**src/rtl/multi_digit_display.sv**
```systemverilog
// Multiplexed seven-segment driver for NUM_DIGITS digits.
// A free-running double-dabble engine converts the selected binary value to BCD
// and commits complete results to a digit buffer; a prescaled scan walks the
// digits and registers the active-low anode and segment outputs one digit per tick.
module multi_digit_display #(
    parameter int NUM_DIGITS = 4,
    parameter int VAL_W      = 16,
    parameter int DIV        = 50000
) (
    input  logic                    clk,
    input  logic                    rst,
    input  logic [VAL_W-1:0]        value_a,
    input  logic [VAL_W-1:0]        value_b,
    input  logic                    sel_b,
    input  logic                    msg_en,
    input  logic [4*NUM_DIGITS-1:0] msg_code,
    input  logic                    blank_lz,
    input  logic [NUM_DIGITS-1:0]   dp_mask,
    output logic [NUM_DIGITS-1:0]   an,
    output logic [7:0]              seg
);

    // Smallest value that no longer fits in NUM_DIGITS decimal digits.
    function automatic logic [63:0] pow10(input int n);
        logic [63:0] r;
        r = 64'd1;
        for (int k = 0; k < n; k++) begin
            r = r * 64'd10;
        end
        return r;
    endfunction

    // Segment pattern {g,f,e,d,c,b,a}, active low, for each glyph code.
    function automatic logic [6:0] glyph_to_seg(input logic [3:0] g);
        case (g)
            4'd0:    return 7'h40;
            4'd1:    return 7'h79;
            4'd2:    return 7'h24;
            4'd3:    return 7'h30;
            4'd4:    return 7'h19;
            4'd5:    return 7'h12;
            4'd6:    return 7'h02;
            4'd7:    return 7'h78;
            4'd8:    return 7'h00;
            4'd9:    return 7'h10;
            4'd10:   return 7'h47;   // L
            4'd11:   return 7'h06;   // E
            4'd12:   return 7'h3F;   // -
            default: return 7'h7F;   // blank
        endcase
    endfunction

    localparam int CNT_W     = $clog2(DIV);
    localparam int POS_W     = $clog2(NUM_DIGITS);
    localparam int SCNT_W    = $clog2(VAL_W);
    // Accumulator always has room for every BCD digit of a VAL_W-bit value,
    // and at least the displayed digits.
    localparam int ACC_DIGS  = ((VAL_W / 3 + 1) > NUM_DIGITS) ? (VAL_W / 3 + 1) : NUM_DIGITS;
    localparam int ACC_W     = 4 * ACC_DIGS;
    localparam logic [63:0] OVF_LIMIT = pow10(NUM_DIGITS);

    typedef enum logic [1:0] {
        ST_IDLE,
        ST_LOAD,
        ST_SHIFT,
        ST_COMMIT
    } conv_state_t;

    // ------------------------------------------------------------------
    // Refresh prescaler and digit position
    // ------------------------------------------------------------------
    logic [CNT_W-1:0] div_cnt_q, div_cnt_d;
    logic [POS_W-1:0] pos_q, pos_d;
    logic             tick;

    assign tick      = (div_cnt_q == CNT_W'(DIV - 1));
    assign div_cnt_d = tick ? '0 : div_cnt_q + CNT_W'(1);
    assign pos_d     = (pos_q == POS_W'(NUM_DIGITS - 1)) ? '0 : pos_q + POS_W'(1);

    // Prescaler counts every cycle; scan position steps once per tick.
    always_ff @(posedge clk) begin
        if (rst) begin
            div_cnt_q <= '0;
            pos_q     <= '0;
        end else begin
            div_cnt_q <= div_cnt_d;
            if (tick) begin
                pos_q <= pos_d;
            end
        end
    end

    // ------------------------------------------------------------------
    // Double-dabble converter
    // ------------------------------------------------------------------
    conv_state_t               state_q;
    logic [VAL_W-1:0]          bin_q;
    logic [ACC_W-1:0]          acc_q;
    logic [ACC_W-1:0]          acc_adj;
    logic [SCNT_W-1:0]         shift_cnt_q;
    logic                      ovf_work_q;
    logic [4*NUM_DIGITS-1:0]   bcd_q;
    logic                      ovf_q;
    logic [VAL_W-1:0]          sample_val;

    assign sample_val = sel_b ? value_b : value_a;

    // Add-3 correction on every BCD nibble that is 5 or more, ahead of the shift.
    for (genvar gi = 0; gi < ACC_DIGS; gi++) begin : g_adj
        logic [3:0] nib;
        assign nib                 = acc_q[4*gi +: 4];
        assign acc_adj[4*gi +: 4]  = (nib >= 4'd5) ? nib + 4'd3 : nib;
    end

    // Converter FSM: the committed buffer and overflow flag change only in COMMIT.
    always_ff @(posedge clk) begin
        if (rst) begin
            state_q     <= ST_IDLE;
            bin_q       <= '0;
            acc_q       <= '0;
            shift_cnt_q <= '0;
            ovf_work_q  <= 1'b0;
            bcd_q       <= '0;
            ovf_q       <= 1'b0;
        end else begin
            case (state_q)
                ST_IDLE: begin
                    state_q <= ST_LOAD;
                end
                ST_LOAD: begin
                    bin_q       <= sample_val;
                    acc_q       <= '0;
                    shift_cnt_q <= '0;
                    ovf_work_q  <= (64'(sample_val) >= OVF_LIMIT);
                    state_q     <= ST_SHIFT;
                end
                ST_SHIFT: begin
                    acc_q       <= ACC_W'({acc_adj, bin_q[VAL_W-1]});
                    bin_q       <= {bin_q[VAL_W-2:0], 1'b0};
                    shift_cnt_q <= shift_cnt_q + SCNT_W'(1);
                    if (shift_cnt_q == SCNT_W'(VAL_W - 1)) begin
                        state_q <= ST_COMMIT;
                    end
                end
                ST_COMMIT: begin
                    bcd_q   <= acc_q[4*NUM_DIGITS-1:0];
                    ovf_q   <= ovf_work_q;
                    state_q <= ST_LOAD;
                end
                default: begin
                    state_q <= ST_IDLE;
                end
            endcase
        end
    end

    // ------------------------------------------------------------------
    // Glyph selection per digit
    // ------------------------------------------------------------------
    logic [NUM_DIGITS-1:0]   digit_nz;
    logic [NUM_DIGITS-1:0]   lz_blank;
    logic [4*NUM_DIGITS-1:0] glyph_flat;
    logic [3:0]              cur_glyph;

    // A digit is a leading zero when it and everything above it are zero;
    // digit 0 is never blanked so that a value of 0 still shows '0'.
    for (genvar gi = 0; gi < NUM_DIGITS; gi++) begin : g_glyph
        assign digit_nz[gi] = |bcd_q[4*gi +: 4];
        if (gi == 0) begin : g_lsd
            assign lz_blank[gi] = 1'b0;
        end else begin : g_upper
            assign lz_blank[gi] = ~(|digit_nz[NUM_DIGITS-1:gi]);
        end
        assign glyph_flat[4*gi +: 4] =
            msg_en                    ? msg_code[4*gi +: 4] :
            ovf_q                     ? 4'd12               :
            (blank_lz && lz_blank[gi]) ? 4'd15               :
                                        bcd_q[4*gi +: 4];
    end

    assign cur_glyph = glyph_flat[{pos_q, 2'b00} +: 4];

    // ------------------------------------------------------------------
    // Registered display outputs
    // ------------------------------------------------------------------
    logic [NUM_DIGITS-1:0] an_q;
    logic [7:0]            seg_q;

    // Latch the digit at the current position on each tick; all blank in reset.
    always_ff @(posedge clk) begin
        if (rst) begin
            an_q  <= '1;
            seg_q <= 8'hFF;
        end else if (tick) begin
            an_q  <= ~(NUM_DIGITS'(1) << pos_q);
            seg_q <= {~dp_mask[pos_q], glyph_to_seg(cur_glyph)};
        end
    end

    assign an  = an_q;
    assign seg = seg_q;

endmodule

```
**config.mk**
```make
export PLATFORM = sky130hd
export DESIGN_NAME = multi_digit_display
export DESIGN_NICKNAME = d
export VERILOG_FILES = /design/src/rtl/multi_digit_display.sv
export SDC_FILE = /design/constraint.sdc
export NUM_CORES = 1
export LEC_CHECK = 0
export ABC_AREA = 1
export CAP_MARGIN = 20
export CORE_MARGIN = 2
export CORE_UTILIZATION = 45
export CTS_CLUSTER_SIZE = 40
export DETAILED_ROUTE_END_ITERATION = 16
export PLACE_DENSITY = 0.68
export REMOVE_ABC_BUFFERS = 1
export SYNTH_ARGS = -nofsm -noshare
export SYNTH_HDL_FRONTEND = slang
export SYNTH_SLANG_ARGS = --single-unit
export TNS_END_PERCENT = 10
```
**constraint.sdc**
```tcl
create_clock -name clk -period 2.6 [get_ports clk]
set_input_delay 0.78 -clock clk [delete_from_list [all_inputs] [get_ports clk]]
set_output_delay 0.78 -clock clk [all_outputs]
set_load 0.01 [all_outputs]
```
==> key figures <==
GRT
  • Vias in the first global route: 4089
  • Grt met2 use: 0.340
  • Largest net degree at the start of global routing: 37
  • First-pass GRT wire length: 18.4 mm
  • Gr ovfl total: 0
  • Tot GR Track Use: 0.200
  • GR peak layer: met2
  • GR Util met3: 0.0417
  • Initial antenna violation count: 0
  • GR Util met1: 0.247

Synth
  • Post-synth EDFFs: 0
  • FF+latch count, synth: 86
  • Share of the synthesized area in the top cell type: 0.368
  • Yosys warns: 0
  • Synth top area cells: dfxtp_1, nand2_1, a21oi_1, ha_1, inv_1
  • Synth Cell Area: 4680 sq um
  • Yosys top cell by area: dfxtp_1
  • Distinct cell type count after synthesis: 44
  • Mean Syn Cell Area: 7.09 sq um
  • Share of flip-flops with an asynchronous set or reset: 0
  • Cells after Synth: 660
  • Post-synthesis sequential area ratio: 0.368
  • Dominant synthesized flop cell: dfxtp_1

Cells and area
  • Final #Nets: 814
  • Area Overhead vs Synth: 22.8%
  • Final Non-Filler Cells: 871
  • Fillcell total: 975
  • Antenna fix cells: 0
  • Layout cells sized above 1: 0.103

Timing
  • Tmin final: 2370 ps
  • Final-report setup violation count: 0
  • Final Hold Viols: 0
  • Clk_skew: 8.81 ps
  • Relative slew slack: 0.439
  • Tightest Pin Transition: 841 ps
  • TNS Setup: 0 ps
  • Fmax: 0.422 GHz
  • RSZ-0062 raised after global routing: false
  • Pins Over Slew Limit: 0
  • Final period utilization: 0.912

Clock network
  • Root Driver: clkbuf_8
  • Post-CTS Setup Bufs: 0
  • Hold Buf Count CTS: 0
  • Clk slew on worst S/H paths: 80 ps
  • Num CTS Buffers: 9
  • Post-CTS sizing: 0
  • Clock Tree Buf Depth: 2
  • Clk Latency, worst-skew pair: 350 ps
  • Htree depth: 3
  • Clock Sinks: 86
  • TritonCTS clock tree: built

Die
  • Core Box Area: 10200 sq um
  • Starting density of the core: 0.459
  • Die X-Extent: 106 microns
  • I/O pin count: 69
  • Die Ht: 106 microns
  • # rows: 37
  • DIE AREA: 11200 sq um

Critical path
  • WP data required: 2850 ps
  • Worst R2R Path Depth: 7
  • Reg-to-Reg End: bin_q[15]
  • Worst Setup End Kind: flip-flop
  • Crit Path Category: in2reg
  • Startpoint Class: input pin
  • CP startpoint: blank_lz
  • R2R Setup Slk: 530 ps
  • Setup crit end: seg[0]
  • Reg2reg start: state_q[0]
  • Worst Path Arrival: 2620 ps
  • Critical Path Fanout Max: 5

Detailed routing
  • DRT iter0 DRCs: 201
  • Via count: 4361
  • DR vias/cell: 5.01
  • Drt total wl: 10.6 mm
  • Routed WL per cell: 12.2 microns
  • Post-route DRC violation count: 0
  • Antenna-violating nets left: 0
  • Pre-antenna DRT Iters: 4

Min path
  • Worst Hold Class: reg2reg
  • Hold path depth: 1

Power
  • Worst IR drop on VDD: 0.302 mV
  • Overall Power: 3.65 mW
  • Power density over the cells: 636 nW/um^2
  • Leakage power: 2.30 nW

Placed design
  • Port buffer count: 68
  • Post-placement cell count: 859
  • Detailed placer's ending HPWL: 8.04 mm
  • Final RePlAce weighted congestion: 0.888

Flow run
  • Max cap viols: 0

Run status
  • Run status: complete, no violations
final cells by class:
| class | instances | area [sq um] | area share |
|---|---|---|---|
| multi-input cells | 467 | 2540 | 0.443 |
| flip-flops and latches | 86 | 1720 | 0.300 |
| repair buffers | 88 | 833 | 0.145 |
| inverters | 82 | 310 | 0.0540 |
| well taps | 136 | 170 | 0.0296 |
| clock buffers | 9 | 124 | 0.0216 |
| clock inverters | 3 | 40.0 | 0.00697 |
cell usage after synthesis (7+ instances only):
| library cell | instances |
|---|---|
| ha_1 | 23 |
| dfxtp_1 | 86 |
| nand2_1 | 132 |
| a31oi_1 | 9 |
| inv_1 | 75 |
| nor3_1 | 11 |
| nand3_1 | 33 |
| nor2_1 | 65 |
| a21oi_1 | 65 |
| o21ai_0 | 49 |
| clkbuf_1 | 16 |
| nand2_2 | 7 |
cell usage in the layout (no fill, tap or decap), types with 2 or more instances in the layout:
master           Yosys  layout
nor2_4               5       5
or2_2                2       2
nor3b_1              4       4
o211ai_1             4       4
a31oi_1              9       9
nand2_2              7       7
clkbuf_8             0       9
dfxtp_1             86      86
a211oi_1             3       3
nand2_4              5       5
buf_4                1      20
nor3_2               2       2
inv_1               75      74
nand3_2              4       4
xor2_1               6       6
o21a_1               6       6
clkinv_2             0       2
o22ai_1              6       6
nor2_1              65      65
nand3_1             33      33
nand4_1              4       4
nor3_1              11      11
nand2_1            132     132
nor2_2               5       5
a21oi_2              3       3
ha_1                23      23
inv_2                5       6
a221oi_1             2       2
clkdlybuf4s50_1      0      67
o21ai_0             49      49
a22oi_1              2       2
a21oi_1             65      65
registers in the layout, summed over array words and instances, names as in the netlist:
| name | count |
|---|---|
| div_cnt_q | 16 |
| acc_q | 16 |
| an | 4 |
| state_q | 2 |
| bin_q | 16 |
| bcd_q | 16 |
| pos_q | 2 |
| seg | 8 |
| ovf_q | 1 |
| shift_cnt_q | 4 |
| ovf_work_q | 1 |
cell families (layout without fill, tap and decap cells):
| kind of cell | after synthesis | after routing | share of synthesized area |
|---|---|---|---|
| buffers and inverters | 107 | 182 | 0.0883 |
| xor gates and xnor gates | 6 | 6 | 0.0112 |
| and+or+nand+nor | 282 | 282 | 0.280 |
| DFF | 86 | 86 | 0.368 |
| adders and majority gates | 23 | 23 | 0.0615 |
| AOI/OAI and AO/OA | 156 | 156 | 0.191 |
routing by layer:
layer,up-vias,share of wire
li1,2304,-
met1,1962,0.47
met2,85,0.48
met3,10,0.037
met4,0,0.011
met5,-,0
worst max-delay path, cell delays in order:
cell and delay (ps):
clkdlybuf4s50_1 480, nand2_1 90, nor2_4 140, nand3_2 110
nand2_1 70, nand2_1 40, nand2_1 50, nand2_1 60
nand2_1 70, nand2_2 100, ha_1 210, inv_1 80
nand2_2 70, nand3_1 70, nand3_1 60, o21ai_1 70
inv_1 50
report_power, final:
group / total, mW / internal, mW / switching, mW
Clock: 0.854 / 0.420 / 0.434
Combinational: 1.22 / 0.477 / 0.741
Sequential: 1.58 / 1.49 / 0.0873
Total: 3.65 / 2.39 / 1.26
how the worst min path moves through the flow:
stage / endpoint / start
after CTS: div_cnt_q[0] / div_cnt_q[0]
final: div_cnt_q[0] / div_cnt_q[0]
after global placement: div_cnt_q[0] / div_cnt_q[0]
after global routing: shift_cnt_q[3] / shift_cnt_q[3]
after detailed placement: div_cnt_q[0] / div_cnt_q[0]
after floorplan: div_cnt_q[0] / div_cnt_q[0]
per-stage QoR:
step / instance area, sq um / hold slack (ps) / utilization / worst slack, ps
after floorplan: 4570 / 418 / - / 58.4
after global placement: 5580 / 430 / 0.547 / -120
after detailed placement: 5580 / 439 / 0.547 / -191
after CTS: 5740 / 455 / 0.564 / 198
after global routing: 5740 / 479 / 0.564 / 11.1
final: 5740 / 447 / 0.564 / 229
Power figures use the tool's default switching activity.
==> patch 1: new RTL, config.mk and constraints unchanged <==
Re-encode `conv_state_t` (4 states) as one-hot, 4 bits wide.
--- a/src/rtl/multi_digit_display.sv
+++ b/src/rtl/multi_digit_display.sv
@@ -61,7 +61,7 @@
 
-    typedef enum logic [1:0] {
-        ST_IDLE,
-        ST_LOAD,
-        ST_SHIFT,
-        ST_COMMIT
+    typedef enum logic [3:0] {
+        ST_IDLE   = 4'b0001,
+        ST_LOAD   = 4'b0010,
+        ST_SHIFT  = 4'b0100,
+        ST_COMMIT = 4'b1000
     } conv_state_t;
Formal check against the unedited RTL: same outputs for any inputs over 10 cycles, from zero or initial values and one cycle with rst high; not proved beyond that.
==> patch 1 against the unedited design <==
Synthesized area shrank 0.80%; sequential cell count grew 2; worst setup slack lost 32 ps; routed wire length shrank 1.2%; largest cell class unchanged; count of clock-buffer cells in the layout grew 4; final area shrank 0.35%; highest routed layer unchanged; maximum frequency shrank 1.3%.
Power is not compared: it rests on default switching activity, and its combinational part moved more than twofold at a synthesized area within 25%.
==> patch 1: results (changes against the unedited design) <==
grt_usage: 0.197  # was 0.200
drt_iter0_markers: 130  # was 201
dp.cells: 863  # was 859
status: "finished clean"  # unchanged
post_drt_wl_per_cell_microns: 12.0  # was 12.2 microns
crit_arrival_ps: 2670  # was 2620 ps
maxCapViolCount: 0  # unchanged
cp_max_fo: 6  # was 5
diodes: 0  # unchanged
internal-power_mw: 2.06
grt_pass1_vias: 4142  # was 4089
synthFlopType: "dfxtp_1"  # unchanged
cts_buffer_depth: 2  # unchanged
fill_cells: 1003  # was 975
postSynthCellCount: 666  # was 660
layout.nets: 815  # was 814
grt_max_degree: 34  # was 37
grt_pass1_wl_microns: 18200  # was 18400 microns
finClkSkew_ps: 11.7  # was 8.81 ps
synth_common_cells: "174 x nand2_1, 88 x dfxtp_1, 70 x a21oi_1"  # was 132 x nand2_1, 86 x dfxtp_1, 75 x inv_1
dr.pass1.iters: 5  # was 4
drcViolationCount: 0  # unchanged
synth_edf_count: 0  # unchanged
yosys-top-cells-area: "dfxtp_1 38%, nand2_1 14%, a21oi_1 7.6%"  # was dfxtp_1 37%, nand2_1 11%, a21oi_1 7.0%
dp_slack_ps: -300  # was -191 ps
num_vias: 4454  # was 4361
cts_root_buffer: "clkbuf_8"  # unchanged
vdd_ir_drop_max_mv: 0.280
grt_overflow: 0  # unchanged
dp_hpwl_microns: 7820  # was 8040 microns
place.port_buffers: 68  # unchanged
routed_via_density: 5.07  # was 5.01
finalWeightedCongestion: 0.878  # was 0.888
drive_gt1_frac: 0.0970  # was 0.103
yosys.cell_types.count: 40  # was 44
htreeDepth: 3  # unchanged
slew_headroom: 0.600  # was 0.439
synth-seq-area-share: 0.380  # was 0.368
patch 1: layout make-up:
cell class | count | area, sq um | share of cell area
clock buffers | 13 | 169 | 0.0295
clock inverters | 2 | 37.5 | 0.00656
inverters | 76 | 285 | 0.0499
multi-input cells | 477 | 2480 | 0.433
flip-flops and latches | 88 | 1760 | 0.308
well taps | 136 | 170 | 0.0297
repair buffers | 86 | 818 | 0.143
patch 1: worst paths after layout:
kind	start	to	slack [ps]	cells past startpoint
worst max-delay path	blank_lz	seg[0]$_SDFFE_PP1P_	200	16
worst min-delay path	div_cnt_q[0]$_SDFF_PP0_	div_cnt_q[0]$_SDFF_PP0_	460	1
worst max register to register	pos_q[0]$_SDFFE_PP0P_	seg[0]$_SDFFE_PP1P_	530	14
worst min register to register	div_cnt_q[0]$_SDFF_PP0_	div_cnt_q[0]$_SDFF_PP0_	460	1
patch 1: routing by layer:
metal | vias up | wire, microns | track usage
li1 | 2308 | - | -
met3 | 10 | 622 | 0.0439
met1 | 2006 | 4910 | 0.242
met5 | - | 0 | 0
met2 | 130 | 4850 | 0.338
met4 | 0 | 131 | 0.0724
patch 1: per-stage QoR:
stage	TNS (ps)	instance area, sq um
after CTS	0	5720
final	0	5720
after global routing	0	5720
after global placement	-914	5510
after floorplan	0	4520
after detailed placement	-1450	5510
patch 1: kinds of logic (layout without fill, tap and decap cells):
family | Yosys count | after routing | share of synthesized area
buffers and inverters | 101 | 177 | 0.0863
xor gates and xnor gates | 7 | 7 | 0.0132
DFF | 88 | 88 | 0.380
AOI/OAI and AO/OA | 146 | 146 | 0.171
and+or+nand+nor | 304 | 304 | 0.296
adders and majority gates | 20 | 20 | 0.0539
patch 1: worst max-delay path: cells and delay by family:
| family | cells | cell delay, ps |
|---|---|---|
| AO/OA/AOI/OAI | 1 | 80 |
| adder cells (fa/ha/maj) | 1 | 230 |
| AND/OR/NAND/NOR | 12 | 1030 |
| buffers and inverters | 2 | 530 |
patch 1: repair_timing:
action	4_1_cts	5_1_grt
buffers inserted	0	0
setup endpoints to repair	0	5
resized for setup	0	3
patch 1: power by group through the flow:
stage	clock [mW]	combinational [mW]	sequential, mW
finish	0.980	0.347	1.40
global route	1.06	0.392	1.41
CTS	1.00	0.349	1.40
detailed placement	0	0.347	1.43
global placement	0	0.341	1.43
floorplan	0	0.180	1.43
==> patch 2: new RTL, same settings <==
Made on the original files. Change the parameter `DIV` from 50000 to 25000.
--- a/src/rtl/multi_digit_display.sv
+++ b/src/rtl/multi_digit_display.sv
@@ -7,3 +7,3 @@
     parameter int VAL_W      = 16,
-    parameter int DIV        = 50000
+    parameter int DIV        = 25000
 ) (
Check against the original RTL: same outputs for any inputs over 10 cycles, from zero or initial values and one cycle with rst high; that may be too few to reach the edited logic, so the function may still have changed.
==> patch 2 against the unedited design <==
Final cell count rose by 0.80%; via count is 1.9% higher; final area shrank 0.22%; synthesized area is 2.6% lower; worst setup slack worse by 22 ps; sequential cell count shrank 1; largest power group unchanged; power increased by 8.6%; routed wire length rose by 5.6%; clock power rose by 23%; combinational power is 9.8% higher; largest cell class unchanged; critical path type unchanged.
==> patch 2: results (changes against the unedited design) <==
status: "finished clean"  # unchanged
layout.nets: 821  # was 814
grt_pass1_wl_microns: 19200  # was 18400 microns
crit_arrival_ps: 2660  # was 2620 ps
wl_microns: 11200  # was 10600 microns
num_vias: 4446  # was 4361
muxShareOfSynthArea: 0.00440  # was 0
hold_ws_ps: 465  # was 447 ps
setup_ws_ps: 207  # was 229 ps
placed_area_sq_um: 5510  # was 5580 sq um
clockPowerShare: 0.266  # was 0.234
hp-start: "acc_q[15]$_SDFFE_PP0P_"  # was div_cnt_q[0]$_SDFF_PP0_
wirelength_met1_microns: 5050  # was 5040 microns
yosys.area_share.adder: 0.0632  # was 0.0615
min_path_cells: 2  # was 1
grt_pass1_vias: 4235  # was 4089
dp_hpwl_microns: 8610  # was 8040 microns
switching_share: 0.362  # was 0.346
min_to: "acc_q[15]$_SDFFE_PP0P_"  # was div_cnt_q[0]$_SDFF_PP0_
drt_iter0_markers: 163  # was 201
dr_wl_met3_microns: 541  # was 398 microns
synth_common_cells: "129 x nand2_1, 85 x dfxtp_1, 79 x nor2_1"  # was 132 x nand2_1, 86 x dfxtp_1, 75 x inv_1
yosys.cell_types.count: 40  # was 44
grtUsageMet3: 0.0468  # was 0.0417
p_comb_mw: 1.34  # was 1.22 mW
finClkSkew_ps: 14.7  # was 8.81 ps
clock_latency_ps: 370  # was 350 ps
tightest_slew_ps: 717  # was 841 ps
## patch 2: changes by cell type after synthesis, moves of 4 or more
cell / before / now
inv_1: 75 / 68
o21ai_0: 49 / 40
nor2_1: 65 / 79
buf_1: 4 / 0
inv_2: 5 / 17
o21ai_1: 1 / 9
a31oi_1: 9 / 5
o21a_1: 6 / 0
o22ai_1: 6 / 13
## patch 2: final cells by class
class / instances / area [sq um]
clock buffer: 9 / 124
multi-input combinational: 463 / 2420
tap: 133 / 166
inverter: 85 / 319
clock inverter: 6 / 95.1
fill: 948 / 4090
timing repair buffer: 97 / 901
sequential: 85 / 1700
## patch 2: critical path, stage by stage
cell             delay [ps]
clkdlybuf4s50_1         510
nand2_1                  80
nor2_2                  150
nand3_2                 110
nand2_1                  70
nand2_1                  50
nand2_1                  60
nand2_1                  50
nand2_1                  50
nand2_1                 120
buf_4                   160
ha_1                    170
nand3b_1                150
nand3_1                  90
a21oi_1                  70
